File: src/rtl/symbol_strobe_packetizer.sv
// Purpose: keeps one input sample per symbol (strobe mode) or one in n (fixed mode) and frames the kept samples into packets.
// Latency: a selected beat appears on the output one cycle after it is accepted, data unmodified.
// Backpressure: one output register; i_tready = ~o_tvalid | o_tready, output held while stalled.
module symbol_strobe_packetizer #(
    parameter int WIDTH = 32,
    parameter int N_W   = 16,
    parameter int LEN_W = 12
) (
    input  logic             ce_clk,
    input  logic             ce_rst,
    input  logic             clear,
    input  logic             mode,
    input  logic [N_W-1:0]   n,
    input  logic [LEN_W-1:0] pkt_len,
    input  logic             sym_stb,
    input  logic [WIDTH-1:0] i_tdata,
    input  logic             i_tlast,
    input  logic             i_tvalid,
    output logic             i_tready,
    output logic [WIDTH-1:0] o_tdata,
    output logic             o_tlast,
    output logic             o_tvalid,
    input  logic             o_tready,
    output logic [15:0]      drop_cnt
);

    logic             pending;
    logic             last_pending;
    logic             mode_q;
    logic [N_W-1:0]   phase;
    logic [LEN_W-1:0] pkt_cnt;

    logic             accept;
    logic             mode_chg;
    logic             stb;
    logic             pending_eff;
    logic [N_W-1:0]   phase_eff;
    logic [N_W-1:0]   n_last;
    logic [LEN_W-1:0] len_last;
    logic             sel;
    logic             tlast_sel;

    // The output register frees up either when empty or when it is being drained this cycle.
    assign i_tready = ~o_tvalid | o_tready;
    assign accept   = i_tvalid & i_tready;

    // Selection and framing decisions for the beat presented this cycle.
    always_comb begin
        mode_chg    = mode ^ mode_q;
        stb         = sym_stb & ~mode;
        // A mode switch behaves as if phase and pending were already zero this cycle.
        pending_eff = pending & ~mode_chg & ~mode;
        phase_eff   = mode_chg ? '0 : phase;
        // max(n,1)-1 and max(pkt_len,1)-1, so a zero setting means "every beat".
        n_last      = (n == '0) ? '0 : n - N_W'(1);
        len_last    = (pkt_len == '0) ? '0 : pkt_len - LEN_W'(1);
        sel         = accept & (mode ? (phase_eff >= n_last) : (stb | pending_eff));
        // >= so that shrinking pkt_len mid-packet closes the packet at once.
        tlast_sel   = i_tlast | last_pending | (pkt_cnt >= len_last);
    end

    // Symbol tracking: strobe pending flag, lost-strobe counter and fixed-mode phase.
    always_ff @(posedge ce_clk or posedge ce_rst) begin
        if (ce_rst) begin
            pending  <= 1'b0;
            drop_cnt <= '0;
            phase    <= '0;
            mode_q   <= 1'b0;
        end else if (clear) begin
            pending  <= 1'b0;
            drop_cnt <= '0;
            phase    <= '0;
            mode_q   <= mode;
        end else begin
            mode_q <= mode;
            if (mode) begin
                pending <= 1'b0;
            end else if (sel) begin
                // An older strobe was consumed; a coincident new one waits for the next beat.
                pending <= pending_eff & stb;
            end else begin
                pending <= pending_eff | stb;
            end
            // A second strobe arriving before any beat could be taken is lost.
            if (stb && pending_eff && !accept && drop_cnt != 16'hFFFF) begin
                drop_cnt <= drop_cnt + 16'd1;
            end
            if (!mode) begin
                phase <= '0;
            end else if (accept) begin
                phase <= sel ? '0 : phase_eff + N_W'(1);
            end else begin
                phase <= phase_eff;
            end
        end
    end

    // Packet framing: output sample counter and carried-over input tlast.
    always_ff @(posedge ce_clk or posedge ce_rst) begin
        if (ce_rst) begin
            last_pending <= 1'b0;
            pkt_cnt      <= '0;
        end else if (clear) begin
            last_pending <= 1'b0;
            pkt_cnt      <= '0;
        end else begin
            if (sel) begin
                last_pending <= 1'b0;
                pkt_cnt      <= tlast_sel ? '0 : pkt_cnt + LEN_W'(1);
            end else if (accept && i_tlast) begin
                last_pending <= 1'b1;
            end
        end
    end

    // Output register: loads selected beats, empties when drained with nothing new selected.
    always_ff @(posedge ce_clk or posedge ce_rst) begin
        if (ce_rst) begin
            o_tvalid <= 1'b0;
            o_tlast  <= 1'b0;
            o_tdata  <= '0;
        end else if (clear) begin
            o_tvalid <= 1'b0;
            o_tlast  <= 1'b0;
            o_tdata  <= '0;
        end else if (accept) begin
            o_tvalid <= sel;
            if (sel) begin
                o_tdata <= i_tdata;
                o_tlast <= tlast_sel;
            end
        end else if (o_tready) begin
            o_tvalid <= 1'b0;
        end
    end

endmodule

File: config.mk
export PLATFORM = sky130hd
export DESIGN_NAME = symbol_strobe_packetizer
export DESIGN_NICKNAME = d
export VERILOG_FILES = /design/src/rtl/symbol_strobe_packetizer.sv
export SDC_FILE = /design/constraint.sdc
export NUM_CORES = 1
export LEC_CHECK = 0
export ABC_AREA = 1
export BUFFER_PORTS_ARGS = -buffer_cell sky130_fd_sc_hd__buf_2
export CELL_PAD_IN_SITES_DETAIL_PLACEMENT = 0
export CELL_PAD_IN_SITES_GLOBAL_PLACEMENT = 1
export CORE_AREA = 8 8 116 129
export CTS_BUF_LIST = sky130_fd_sc_hd__clkbuf_8
export DETAILED_ROUTE_END_ITERATION = 10
export DIE_AREA = 0 0 124 137
export PLACE_DENSITY_LB_ADDON = 0.1
export SYNTH_ARGS = -nofsm -noshare
export SYNTH_HDL_FRONTEND = slang
export SYNTH_SLANG_ARGS = --single-unit
File: constraint.sdc
create_clock -name ce_clk -period 4 [get_ports ce_clk]
set_input_delay 0.6 -clock ce_clk [delete_from_list [all_inputs] [get_ports ce_clk]]
set_output_delay 0.6 -clock ce_clk [all_outputs]
set_load 0.03 [all_outputs]
==> summary.txt, run 1 <==
Power and ir drop
  • VDD IR max: around 0.20 mV
  • Pwr Total: 1.76 mW
  • Clock share of power: a little under two fifths
  • Sw frac: a little over a quarter
  • Leakage power: between 3 and 4 nW
  • Sequential power share: between 40% and 50%
  • P_sw: about 0.46 mW
  • Comb power frac: between 10% and 20%
  • Pwr dens: 274 nW/um2
  • Pint: approximately 1.3 mW

Floorplan
  • Die area: between 15000 and 20000 um2
  • Starting Density: between 40% and 50%
  • Die Y: between 100 and 150 um
  • Core area: around 13000 um2
  • I/O Pins: ~120
  • Num rows: 44
  • Die width: ~120 um

Clock network
  • Root buffer cell: clkbuf_8
  • Cts repair resizes: 0
  • Total CTS buffers: 9
  • Setup bufs post-CTS: 0
  • Later-pin clock latency in the skew report: between 0.3 and 0.4 ns
  • H-tree Lvls: 3
  • Clock tree buffer depth: 2
  • CTS tree: built
  • Clock Pin Slew Worst Setup and Hold Paths: ~0.080 ns
  • Hold-fix buffers at CTS: 0
  • CTS sink count: ~80

GRT
  • Initial antenna violation count: 1
  • Grt total ovfl: 0
  • Total GRT Usage: between 15 and 20%
  • Largest net degree at the start of global routing: 54
  • Vias in the first global route: a little over 5000
  • First-pass GRT wire length: approximately 23000 um

Drt
  • WL/cell: around 13 um
  • DR iter-0 viols: between 200 and 250
  • Routed via count: approximately 5200
  • First-pass DRT Iterations: 5
  • Via density: around 4.9
  • Drt total wl: between 10000 and 15000 um
  • Routed Antenna Nets: 0
  • DRC: 0

Placement
  • Post-DP HPWL: approximately 11000 um
  • Placed instance count: between 1000 and 1500
  • Gpl congestion: 0.877
  • IO buf count: approximately 120
  • Dpl ws: 0.338 ns

STA
  • Final Skew: 0.00613 ns
  • Fin worst setup slack: between 0.7 and 0.8 ns
  • Fmax: slightly above 0.3 GHz
  • Slew Viols, Final: 0
  • Final Cycle Share: 82.0%
  • Slew headroom: 37.5%
  • Final hold violations: 0
  • TNS Setup: 0 ns
  • Unrepaired setup endpoints after global routing: no
  • Final setup vio count: 0
  • Tightest Pin Transition: 0.937 ns
  • Fin crit period: about 3.3 ns

Final layout
  • Filler cells: between 1000 and 1500
  • Finished Layout Cells: about 1100
  • Area Growth Syn to Fin: 18.8%
  • Layout cells sized above 1: 18.8%
  • Final Util: 49.8%
  • Final #Nets: 994
  • Antenna cell count: 0

Worst setup path
  • CP Max Fanout: 13
  • Reg2reg end: phase[8]
  • Worst Setup SP: n[7]
  • Register-to-Register Path Depth: 17
  • Crit end category: flop
  • Setup CP Type: in -> reg
  • Critical Path RT: 4.27 ns
  • Reg2reg setup slack: 1.20 ns
  • R2r startpoint: mode_q
  • Worst setup path end: phase[8]
  • CP Launch Type: primary input
  • CP arrival: 3.55 ns

Yosys
  • Fraction of registers with async set/reset: between 90% and 100%
  • Post-synth EDFFs: 0
  • Yosys warns: 0
  • Synthesized cell area: 5400 um2
  • Register area share after synthesis: a little under two fifths
  • Most used DFF post-synth: dfrtp_1
  • Gate Count Post-Synth: between 700 and 800
  • Syn avg cell area: 7.01 um2
  • Number of synthesized register bits: 81
  • Syn_nets: ~870
  • Yosys cell types: 35

Worst hold path
  • Hold Path Class: in -> async

Job
  • Max Cap Viol: 0

Run status
  • Status: complete, no violations
==> synthesized netlist by cell type, drive strengths merged, types with 9 or more instances <==
library cell	count	area [um2]
ha	34	425
dfrtp	81	2030
o22ai	10	62.6
nor3	17	85.1
nand2	251	957
a21oi	29	153
inv	108	405
o21ai	28	140
nor2	84	335
nand3	48	245
nand4	20	131
or2	9	56.3
xor2	19	166
==> power groups by stage <==
stage,Clock [mW],Sequential [mW],Combinational (mW)
finish,0.666,0.845,0.249
global route,0.725,0.848,0.281
CTS,0.695,0.845,0.253
detailed placement,0,0.861,0.253
global placement,0,0.861,0.248
floorplan,0,0.890,0.123
==> kinds of logic after synthesis <==
| kind of cell | after synthesis | synth area share, % |
|---|---|---|
| fa+ha+maj | 34 | 7.87 |
| buf+inv | 123 | 8.84 |
| xor+xnor | 22 | 3.57 |
| compound gates | 77 | 7.99 |
| flops | 81 | 37.5 |
| simple gates | 434 | 34.2 |
==> area by class of cell <==
class	count	area [um2]	area share (%)
inverters	109	410	6.39
well taps	161	201	3.14
multi-input cells	567	2900	45.1
clock buffers	11	151	2.36
clock inverters	5	71.3	1.11
flip-flops and latches	81	2030	31.6
repair buffers	124	661	10.3
==> per-stage QoR <==
stage | hold WS (ns) | area [um2]
2_1_floorplan | 0.491 | 5400
3_3_place_gp | 0.448 | 6200
3_5_place_dp | 0.457 | 6200
4_1_cts | 0.420 | 6420
5_1_grt | 0.422 | 6420
6_report | 0.424 | 6420
==> registers in the layout (all words and copies together), names as in the netlist <==
signal,count
last_pending,1
mode_q,1
o_tvalid,1
drop_cnt,16
pending,1
o_tdata,32
o_tlast,1
pkt_cnt,12
phase,16
==> per-layer routing <==
metal  share of wire, %  track usage [%]
met5               0.12                0
met3                7.4             5.74
met4                1.1             5.56
met2                 44             26.7
met1                 47             21.7
==> how the worst min path moves through the flow <==
stage	slack [ns]	end	start
after detailed placement	0.46	o_tdata[2]	o_tdata[2]
final	0.42	o_tdata[20]	ce_rst
after global routing	0.42	mode_q	mode
after CTS	0.42	mode_q	mode
after global placement	0.45	o_tdata[26]	o_tdata[26]
after floorplan	0.49	last_pending	last_pending
==> critical path: stages <==
cell     delay, ns
buf_2         0.11
nor2_1        0.20
inv_1         0.13
nor3_1        0.25
nand4_1       0.12
nor4_1        0.38
or2_2         0.20
ha_1          0.22
nand2_1       0.06
inv_1         0.03
nand2_1       0.07
nor2_1        0.05
nor2_1        0.08
nand2_1       0.08
nand2_1       0.07
nand2_1       0.08
nand2_2       0.12
nand2_1       0.09
buf_4         0.21
nor2_2        0.14
inv_2         0.14
nor3_1        0.14
==> cells in the final DEF, fill, tap and decap left out, types with 3 or more instances in the layout <==
cell / instances
buf_2: 118
o21ai_0: 28
ha_1: 34
nand4_1: 19
dfrtp_1: 81
a21oi_1: 27
nor3_1: 17
nor2_2: 5
o31ai_1: 4
o22ai_1: 10
xnor2_1: 3
inv_2: 4
nor2_1: 78
buf_4: 4
clkbuf_8: 11
nand3_1: 47
nand2_1: 245
nand2_2: 6
nor4_1: 3
xor2_1: 19
inv_1: 106
or2_2: 9
Power figures use the tool's default switching activity.
==> run 2, diff against run 1 <==
Settings changed: ABC_AREA 1 to 0, CORE_AREA 8 8 116 129 to 8 8 114 126, DIE_AREA 0 0 124 137 to 0 0 122 134.
Clock period 4 ns to 3.2 ns, I/O delays scaled along.
==> run 2 against run 1 <==
  * First-iteration DRC count decreased by 21%
  * Routed wire length fell by 0.45%
  * Clock power is 16% higher
  * Core utilization up 4.0 points
  * Via count shrank 11%
  * Sequential power grew 25%
  * Setup slack lost 0.61 ns
  * Sequential share of layout area is 1.0 points lower
  * Largest cell class unchanged
  * Largest power group unchanged
  * Highest routed layer is now met4
==> summary.txt, run 2 <==
Run status
  • Status: complete, no violations

Yosys
  • Yosys warns: 0
  • Post-synth EDFFs: 0
  • Post-synth top area share: between 40% and 50%
  • Most numerous cell in the Yosys netlist: dfrtp_1
  • Syn avg cell area: roughly 9.5 um2
  • Most instantiated cells after synthesis: dfrtp_1, nand2_1, nor2_1
  • Syn_nets: ~630
  • Yosys cell types: between 50 and 60
  • Register area share after synthesis: between 40% and 50%
  • Gate Count Post-Synth: 530
  • Top cell type by total area after synthesis: dfrtp_1
  • Fraction of registers with async set/reset: 100%
  • Most used DFF post-synth: dfrtp_1
  • Main area contributors after synthesis: dfrtp_1, ha_1, a22o_1, xnor2_1, nand2_1
  • Number of synthesized register bits: 81
  • Synthesized cell area: slightly above 5000 um2

Power and ir drop
  • Leakage power: ~3.3 nW
  • P_sw: between 0.6 and 0.7 mW
  • Pwr dens: roughly 330 nW/um2
  • VDD IR max: approximately 0.25 mV
  • Sequential power share: a little under half
  • Sw frac: between 20% and 30%
  • Comb power frac: about 17%
  • Pint: 1.57 mW
  • Clock share of power: 34.9%

Final layout
  • Commonest non-fill, non-tap cell in the layout: buf_2
  • Final instance area: approximately 6600 um2
  • Top reg by flops: o_tdata
  • Largest registers: o_tdata (32), drop_cnt (16), phase (16)
  • Max reg flops: 32
  • Most frequent cells in the layout: buf_2, dfrtp_1, buf_4
  • Finished Layout Cells: between 800 and 900
  • Area Growth Syn to Fin: 32.0%
  • Layout cells sized above 1: 33.3%
  • Antenna cell count: 0
  • Final #Nets: around 800

Drt
  • Routed Antenna Nets: 0
  • DR iter-0 viols: between 150 and 200
  • Routed via count: around 4600
  • Drt total wl: around 14000 um
  • Via density: 5.30
  • WL/cell: 15.8 um
  • First-pass DRT Iterations: 4
  • DRC: 0

Worst setup path
  • Worst path cell trace: buf_2 > nor4_2 > buf_4 > nand3_1 > buf_4 > xnor2_1 > nand2_1 > ha_1 > nand4_1 > nor4_2 > a32oi_2 > a21oi_4 > buf_6 > a21bo_2 > a32o_1
  • Critical Path RT: 3.45 ns
  • Worst Setup SP: n[9]
  • Crit end category: flop
  • Reg2reg setup slack: roughly 0.29 ns
  • Worst path slowest cell: nor4_2
  • CP Max Fanout: 10
  • Setup CP Type: in -> reg
  • R2r startpoint: mode_q
  • Register-to-Register Path Depth: 12
  • CP arrival: between 3 and 4 ns
  • Slowest stage delay, CP: 0.32 ns
  • CP Launch Type: primary input

STA
  • Fin crit period: 3.09 ns
  • Unrepaired setup endpoints after global routing: yes
  • Slew headroom: between 40% and 50%
  • Final Cycle Share: a little over nine tenths
  • Final Skew: 0.00596 ns
  • Final setup vio count: 0
  • Slew Viols, Final: 0
  • Tightest Pin Transition: 0.818 ns
  • Fmax: approximately 0.32 GHz
  • Final hold violations: 0
  • TNS Setup: 0 ns

Worst hold path
  • Hold Path Class: in -> async

Placement
  • Area after DPL: 6260 um2
  • Post-DP HPWL: 10100 um
  • Gpl congestion: ~0.8
  • Placed instance count: ~850
  • IO buf count: 118

Floorplan
  • Die area: ~16000 um2
  • Starting Density: around 40%
  • Die width: ~120 um
  • I/O Pins: between 100 and 150
  • Core area: between 10000 and 15000 um2
  • Num rows: 43
  • Die Y: between 100 and 150 um

Clock network
  • Total CTS buffers: 9
  • H-tree Lvls: 3
  • Root buffer cell: clkbuf_8
  • Hold-fix buffers at CTS: 0
  • CTS tree: built
  • CTS sink count: slightly above 80
  • Clock tree buffer depth: 2
  • Later-pin clock latency in the skew report: 0.36 ns
  • Clock Pin Slew Worst Setup and Hold Paths: approximately 0.090 ns

GRT
  • Vias in the first global route: 4685
  • Initial antenna violation count: 0
  • Largest net degree at the start of global routing: 43
  • First-pass GRT wire length: 22700 um
  • Total GRT Usage: ~17%
  • Grt total ovfl: 0

Job
  • Max Cap Viol: 0
-- run 2: changes by cell type after synthesis, moves of 9 or more --
cell      delta
nand2_1    -194
inv_1       -86
nor2_1      -38
a22o_1      +33
xnor2_1     +27
nand3_1     -26
and3_1      +19
and2_1      +18
a21oi_1     -14
nand2b_1    +14
o21ai_0     -12
o22ai_1     -10
nand4_1      -9
-- run 2: layout make-up --
cell class                 instances  area [um2]
clock buffer                       9         124
clock inverter                     7        80.1
fill                            1174        5680
inverter                          18        68.8
multi-input combinational        412        2990
sequential                        81        2030
tap                              157         196
timing repair buffer             187        1150
-- run 2: per-layer routing --
metal | vias up | routed length [um] | global-route usage (%)
li1 | 2271 | - | -
met1 | 2263 | 5760 | 19.7
met2 | 72 | 7370 | 30.9
met3 | 11 | 545 | 4.16
met4 | 0 | 127 | 3.43
met5 | - | 0 | 0
-- run 2: worst max-delay path: cells and delay by family --
| kind | cells | cell delay [ns] |
|---|---|---|
| AND/OR/NAND/NOR | 5 | 0.96 |
| XOR/XNOR | 1 | 0.14 |
| buffers and inverters | 4 | 0.64 |
| AO/OA/AOI/OAI | 4 | 0.84 |
| adder cells (fa/ha/maj) | 1 | 0.29 |
-- run 2: per-stage QoR --
step	setup slack, ns	hold WS, ns	util, %	power, mW
6_report	0.114	0.193	53.9	2.22
3_5_place_dp	-0.637	0.486	50.8	1.44
3_3_place_gp	-0.532	0.482	50.8	1.44
5_1_grt	-0.0876	0.236	53.9	2.33
2_1_floorplan	0.00132	0.464	-	1.28
4_1_cts	0.0102	0.207	53.1	2.24
-- run 2: logic make-up (layout without fill, tap and decap cells) --
group	Yosys count	count (layout)	share of synthesized area (%)
muxes	6	6	1.22
buffers and inverters	40	221	3.58
adders and majority gates	35	35	8.66
and+or+nand+nor	230	233	23.9
DFF	81	81	40.3
xor gates and xnor gates	46	46	8.16
AOI/OAI and AO/OA	92	92	14.1
-- run 2: path summary, 6_finish.rpt --
kind / endpoint
max: pkt_cnt[4]
min: o_tdata[11]
max reg2reg: phase[6]
min reg2reg: o_tdata[7]
max in group asynchronous: pkt_cnt[0]
min in group ce_clk: o_tdata[25]
-- run 2: power by group through the flow --
stage	combinational (mW)	sequential, mW	clock, mW
finish	0.386	1.06	0.775
global route	0.424	1.06	0.844
CTS	0.381	1.06	0.803
detailed placement	0.366	1.08	0
global placement	0.359	1.08	0
floorplan	0.161	1.12	0
-- run 2: timing repair --
action | CTS | global route
pin swaps | 3 | 8
setup endpoints to repair | 63 | 64
setup buffers | 2 | 1
gates cloned | 3 | 0
gates resized for setup | 8 | 21
